**src/rtl/bcd_7seg_scan.sv**
```systemverilog
// Four-digit common-anode 7-segment scanner for BCD digits from the binary-to-BCD converter.
// Latches digits and an overflow flag on a load strobe; every output is registered.
module bcd_7seg_scan #(
    parameter logic [15:0] PRESCALE = 16'd50000,
    parameter bit          BLANK_LZ = 1'b1
) (
    input  logic       clk,
    input  logic       rst,
    input  logic       load,
    input  logic [3:0] dig1000,
    input  logic [3:0] dig100,
    input  logic [3:0] dig10,
    input  logic [3:0] dig1,
    input  logic       err,
    input  logic       blank,
    output logic [6:0] seg,
    output logic [3:0] an,
    output logic       dp
);

    // Active-low gfedcba patterns.
    localparam logic [6:0] SEG_OFF = 7'b1111111;
    localparam logic [6:0] SEG_E   = 7'b0000110;
    localparam logic [6:0] SEG_R   = 7'b0101111;

    logic [15:0] cnt;
    logic [1:0]  idx;
    logic [3:0]  d3, d2, d1, d0;
    logic        err_q;

    logic        tick;
    logic [3:0]  cur_dig;
    logic [6:0]  slot_seg;
    logic        slot_on;
    logic        z3, z2, z1;
    logic [3:0]  an_nxt;
    logic [6:0]  seg_nxt;

    function automatic logic [6:0] decode(input logic [3:0] d);
        case (d)
            4'd0:    decode = 7'b1000000;
            4'd1:    decode = 7'b1111001;
            4'd2:    decode = 7'b0100100;
            4'd3:    decode = 7'b0110000;
            4'd4:    decode = 7'b0011001;
            4'd5:    decode = 7'b0010010;
            4'd6:    decode = 7'b0000010;
            4'd7:    decode = 7'b1111000;
            4'd8:    decode = 7'b0000000;
            4'd9:    decode = 7'b0010000;
            default: decode = 7'b0111111;
        endcase
    endfunction

    assign tick = (cnt == PRESCALE - 16'd1);

    // load is a bare one-cycle strobe with no back-pressure: whatever sits on
    // the digit/err inputs at a rising edge with load=1 is captured, else ignored.
    always_ff @(posedge clk) begin
        if (!rst) begin
            cnt   <= 16'd0;
            idx   <= 2'd0;
            d3    <= 4'd0;
            d2    <= 4'd0;
            d1    <= 4'd0;
            d0    <= 4'd0;
            err_q <= 1'b0;
            an    <= 4'b1111;
            seg   <= SEG_OFF;
            dp    <= 1'b1;
        end else begin
            cnt <= tick ? 16'd0 : cnt + 16'd1;
            if (tick) begin
                idx <= idx + 2'd1;
            end
            if (load) begin
                d3    <= dig1000;
                d2    <= dig100;
                d1    <= dig10;
                d0    <= dig1;
                err_q <= err;
            end
            an  <= an_nxt;
            seg <= seg_nxt;
            dp  <= 1'b1;
        end
    end

    // A position is a leading zero only if it and every position to its left are zero.
    assign z3 = (d3 == 4'd0);
    assign z2 = z3 && (d2 == 4'd0);
    assign z1 = z2 && (d1 == 4'd0);

    always_comb begin
        cur_dig  = d0;
        slot_seg = SEG_OFF;
        slot_on  = 1'b1;
        an_nxt   = 4'b1111;
        seg_nxt  = SEG_OFF;

        case (idx)
            2'd0:    cur_dig = d0;
            2'd1:    cur_dig = d1;
            2'd2:    cur_dig = d2;
            default: cur_dig = d3;
        endcase

        if (err_q) begin
            case (idx)
                2'd3:       slot_seg = SEG_E;
                2'd2, 2'd1: slot_seg = SEG_R;
                default:    slot_on  = 1'b0;
            endcase
        end else begin
            slot_seg = decode(cur_dig);
            if (BLANK_LZ) begin
                case (idx)
                    2'd3:    slot_on = !z3;
                    2'd2:    slot_on = !z2;
                    2'd1:    slot_on = !z1;
                    default: slot_on = 1'b1;
                endcase
            end
        end

        if (!blank && slot_on) begin
            an_nxt  = ~(4'b0001 << idx);
            seg_nxt = slot_seg;
        end
    end

endmodule

```
**config.mk**
```make
export PLATFORM = sky130hd
export DESIGN_NAME = bcd_7seg_scan
export DESIGN_NICKNAME = d
export VERILOG_FILES = /design/src/rtl/bcd_7seg_scan.sv
export SDC_FILE = /design/constraint.sdc
export NUM_CORES = 1
export LEC_CHECK = 0
export ABC_AREA = 1
export ABC_CLOCK_PERIOD_IN_PS = 2070
export CAP_MARGIN = 15
export CELL_PAD_IN_SITES_DETAIL_PLACEMENT = 0
export CELL_PAD_IN_SITES_GLOBAL_PLACEMENT = 1
export CORE_ASPECT_RATIO = 2
export CORE_UTILIZATION = 35
export DETAILED_ROUTE_END_ITERATION = 16
export GPL_TIMING_DRIVEN = 0
export HOLD_SLACK_MARGIN = 0.02
export PLACE_DENSITY = 0.79
export SYNTH_ARGS = -nofsm -noshare
export SYNTH_HDL_FRONTEND = slang
export SYNTH_SLANG_ARGS = --single-unit
export TNS_END_PERCENT = 20
```
**constraint.sdc**
```tcl
create_clock -name clk -period 2.07 [get_ports clk]
set_clock_uncertainty 0.05 [all_clocks]
set_input_delay 0.207 -clock clk [delete_from_list [all_inputs] [get_ports clk]]
set_output_delay 0.207 -clock clk [all_outputs]
set_load 0.02 [all_outputs]
```
# Word-level counts from Yosys, hierarchy flattened
# Memories as Yosys holds them, arrays and structs flattened.
# Index checks and enable logic that the tools add are counted.
[classes]
add_sub_neg = 2
multipliers = 0
n_div = 0
magnitude_cmp = 0
n_eq_ne = 4
shifts = 1
n_mux = 6
n_bitwise = 2
reduce_logical = 15
[ops]
columns = ["op", "n"]
rows = [
  ["$add A16 B1 Y16 const B", 1],
  ["$eq A16 B16 Y1 const B", 1],
  ["$pmux W7 S2", 1],
  ["$logic_not A4 Y1", 3],
  ["$pmux W4 S3", 1],
  ["$mux W7", 1],
  ["$eq A2 B2 Y1 const B", 2],
  ["$logic_not A1 Y1", 4],
  ["$not A4 Y4", 1],
  ["$reduce_or A2 Y1", 2],
  ["$shl A1 B2 Y4 const A", 1],
  ["$logic_and A1 B1 Y1", 3],
  ["$pmux W1 S3", 1],
  ["$reduce_or A3 Y1", 1],
  ["$add A2 B1 Y2 const B", 1],
  ["$eq A2 B1 Y1 const B", 1],
  ["$logic_not A2 Y1", 1],
  ["$mux W1", 2],
  ["$reduce_and A2 Y1", 1],
  ["$not A1 Y1", 1],
]
[totals]
ff_bits = 46
latchBits = 0
ramBits = 0
rom_bits = 112
output_inout_bits = 12
mem_count = 1
[memory_table]
columns = ["memory", "words", "word_bits", "read_ports", "rd_ports_with_merged_regs", "write_ports", "line_no", "text"]
rows = [
  ["(no name shown)", 16, 7, 1, 0, 0, "40", "case (d)"],
]

# Longest topological paths before layout
[logic_depth]
ltp_word = 8
depth_mapped = 13
ltp_nobuf = 13

# Worst setup path after synthesis
# Ideal clock, no wire load.
[synth_path]
path_type = "reg2reg"
start = "register idx[0]"
end = "register seg[3]"
setup_ns = 0.118
arrival_time_ns = 1.780
slack_ns = 0.122
path_stages_with_launch = 13
path_buffers = 0
path_cell_list = "dfxtp_1 inv_1 ha_1 nand2_1 nand2_1 o21ai_2 inv_1 ha_1 nand3b_1 nand3_1 nand2_1 inv_1 nand2_1"
[synth_via]
elab_chain_len = 6
elab_cells_between_ends = 15
[synth_lines]
columns = ["element", "line_no", "text"]
rows = [
  ["start: declaration", "27", "logic [1:0] idx;"],
  ["start signal: assignment", "74", "idx <= idx + 2'd1;"],
  ["branches (longest 6 deep; another with $mem_v2 Z16 W7)", "-", ""],
  ["end signal: assignment", "84", "seg <= seg_nxt;"],
  ["end: declaration", "16", "output logic [6:0] seg,"],
]
# Parallel ways; which one is timed is not known.
# A chain may end at the register's enable or synchronous reset.

# Final worst setup path
# Ends and elaborated chain as after synthesis.

==> summary.txt <==
Die width: 59.49 um
Area of the core: 6361 sq um
Final Hold Viols: 0
CP startpoint kind: flip-flop
Area delta synth->final: 28.83%
Post-synth top area share: 39.81%
Hold WS: 230.7 ps
Actual slew at the worst max-slew pin: 510.3 ps
Fin. max-slew vios: 0
DIE AREA: 6959 sq um
Final setup fails: 0
#FFs+latches synth: 46
CTS Buf Count: 5
Layout cells sized above 1: 15.04%
Pwr per Cell Area: 691.5 nW/um^2
DIE HEIGHT: 117.0 um
H-tree depth: 2
Vias in the first global route: 2165
CTS root buf: clkbuf_16
Count of inserted antenna diode cells: 0
Synth Area per Inst: 7.275 sq um
Drt drc: 0
Syn. warnings: 0
Initial antenna violation count: 0
Maximum buffer depth of the clock tree: 2
Routability Congestion: 0.8644
Mapped Area: 2313 sq um
Hold path start: rst
Pre-CTS WS: -267.1 ps
Filler instances: 676
Final Worst Setup Slack: 111.9 ps
Syn Nets: 352
Final period utilization: 94.59%
Global-route wire length before repair: 9335 um
Clock slew at reported path FFs: 60 ps
GRT Total Usage: 18.25%
CP Max Fanout: 6
Yosys cell types: 33
Crit path time final: 1958 ps
Setup Crit Path Kind: reg -> reg
Max-cap viol count: 0
Final wirelength: 5658 um
Setup TNS: 0 ps
Synth top area cells: dfxtp_1 (40%), nand2_1 (11%), nor2_1 (8.9%), ha_1 (7.0%), inv_1 (4.9%)
Grt ovf: 0
Mapped Cells: 318
Maximum clock frequency: 0.5107 GHz
Worst path arrival time: 2090 ps
Vias: 2080
Critical path origin: idx[0]
Ports: 33
Slew HR: 65.98%
First-pass DRT Iterations: 4
Rows: 41
Sequential-to-total area share from yosys stat: 39.81%
Worst-Skew Late Latency: 290 ps
Leakage: 1.200 nW
VDD IR max: 514.1 uV
RR Startpoint: idx[0]
Status: finished, final reports clean
Detailed placer's ending HPWL: 4568 um
Wirelength per Cell: 12.71 um
Clk sinks: 46
Biggest area consumer among synthesized cells: dfxtp_1
Largest net degree at the start of global routing: 14
CTS tree: yes
NumNets Final: 392
DRT iter0 DRCs: 69
Antenna violation net count after detailed routing: 0
PortBufs: 30
Initial Utilization: 36.37%
HP Class: in -> reg
Critical path capture point type: flip-flop
Fin util: 46.85%
CP required: 2200 ps
Total power: 2.061 mW
Vias per inst: 4.674
==> cells by family (layout without fill, tap and decap cells) <==
logic type	after synthesis	count (layout)	synth area share, %
and+or+nand+nor	174	174	35.53
adders and majority gates	13	13	7.031
buffers and inverters	43	84	7.517
other	1	1	0.1621
DFF	46	46	39.81
AOI/OAI and AO/OA	38	38	8.816
xor gates and xnor gates	3	3	1.136
==> repair_timing <==
action,CTS,global route
pin swaps,1,1
resized for setup,17,2
hold buffers,0,0
endpoints found under the setup margin,6,2
setup buffers,1,2
==> flip-flops by register name, indices dropped and copies added, names as in the netlist <==
register  flops
an            4
cnt          16
d0            4
d1            4
d2            4
d3            4
err_q         1
idx           2
seg           7
==> area by class of cell <==
| class | instances | area (sq um) | share of cell area, % |
|---|---|---|---|
| sequential | 46 | 928.4 | 31.15 |
| multi-input combinational | 229 | 1279 | 42.91 |
| timing repair buffer | 33 | 322.8 | 10.83 |
| buffer | 7 | 38.79 | 1.301 |
| tap | 86 | 107.6 | 3.610 |
| inverter | 36 | 137.6 | 4.618 |
| clock buffer | 8 | 166.4 | 5.584 |
==> layout by cell type (no fill, tap or decap), types with 4 or more instances in the layout <==
cell and n:
nand3b_1 5, nand4_1 6, nor3_1 5, ha_1 9, a21oi_1 15, nand2_2 7, dfxtp_1 44, nor2_1 54
inv_2 8, clkdlybuf4s50_1 30, clkbuf_16 5, inv_1 26, nand3_1 14, clkbuf_1 4, nand2_1 66, buf_4 4
ha_4 4, o21ai_0 19
==> per-layer routing <==
layer / routed length [um] / GRT usage, %
met5: 0 / 0
met4: 277 / 12.40
met3: 123 / 2.857
met2: 3351 / 36.48
met1: 1905 / 15.35
==> per-stage QoR <==
stage               cells  instance area, sq um
finish                445                  2980
global placement      434                  2721
detailed placement    434                  2721
global route          445                  2980
CTS                   443                  2963
floorplan             318                  2313
==> critical path: stages, from the launching register on <==
cell	delay, ps
dfxtp_4	410
inv_4	70
ha_4	180
nand2_1	60
nand2_1	80
o21ai_4	190
inv_2	80
ha_1	270
nand3b_1	210
nand3_1	120
nand2_1	50
inv_1	40
nand2_1	40
==> worst paths after layout <==
kind / to / cells after the start / slack, ps
worst max-delay path: seg[3] / 12 / 110
worst min-delay path: d1[3] / 3 / 230
worst max register to register: seg[3] / 12 / 110
worst min register to register: cnt[0] / 1 / 420
==> cells in the mapped netlist <==
library cell and count:
conb_1 1, buf_4 1, nand2_2 7, inv_1 30, nand2_1 66, o21ai_0 19, and2_1 1, ha_1 13
nand3_2 3, nor3_1 5, nor3_4 1, or2_2 1, nor2_2 2, buf_2 1, o21bai_1 1, dfxtp_1 46
nand3b_1 5, nor3_2 2, nor2_4 3, buf_6 1, inv_2 5, a21oi_1 15, nor2_1 55, clkinv_1 1
nand2_4 2, o21ai_2 1, xor2_1 2, a21oi_2 2, xnor2_1 1, nand4_1 6, nand3_1 14, clkbuf_1 4
or2_0 1
==> power by group <==
| group | total (mW) | switching, mW | leakage, nW | internal, mW |
|---|---|---|---|---|
| combinational | 0.239 | 0.131 | 0.738 | 0.109 |
| sequential | 0.944 | 0.0229 | 0.379 | 0.921 |
| clock | 0.878 | 0.331 | 0.0832 | 0.547 |
| total | 2.06 | 0.485 | 1.20 | 1.58 |
Note: power is estimated with default switching activity, not from simulation.
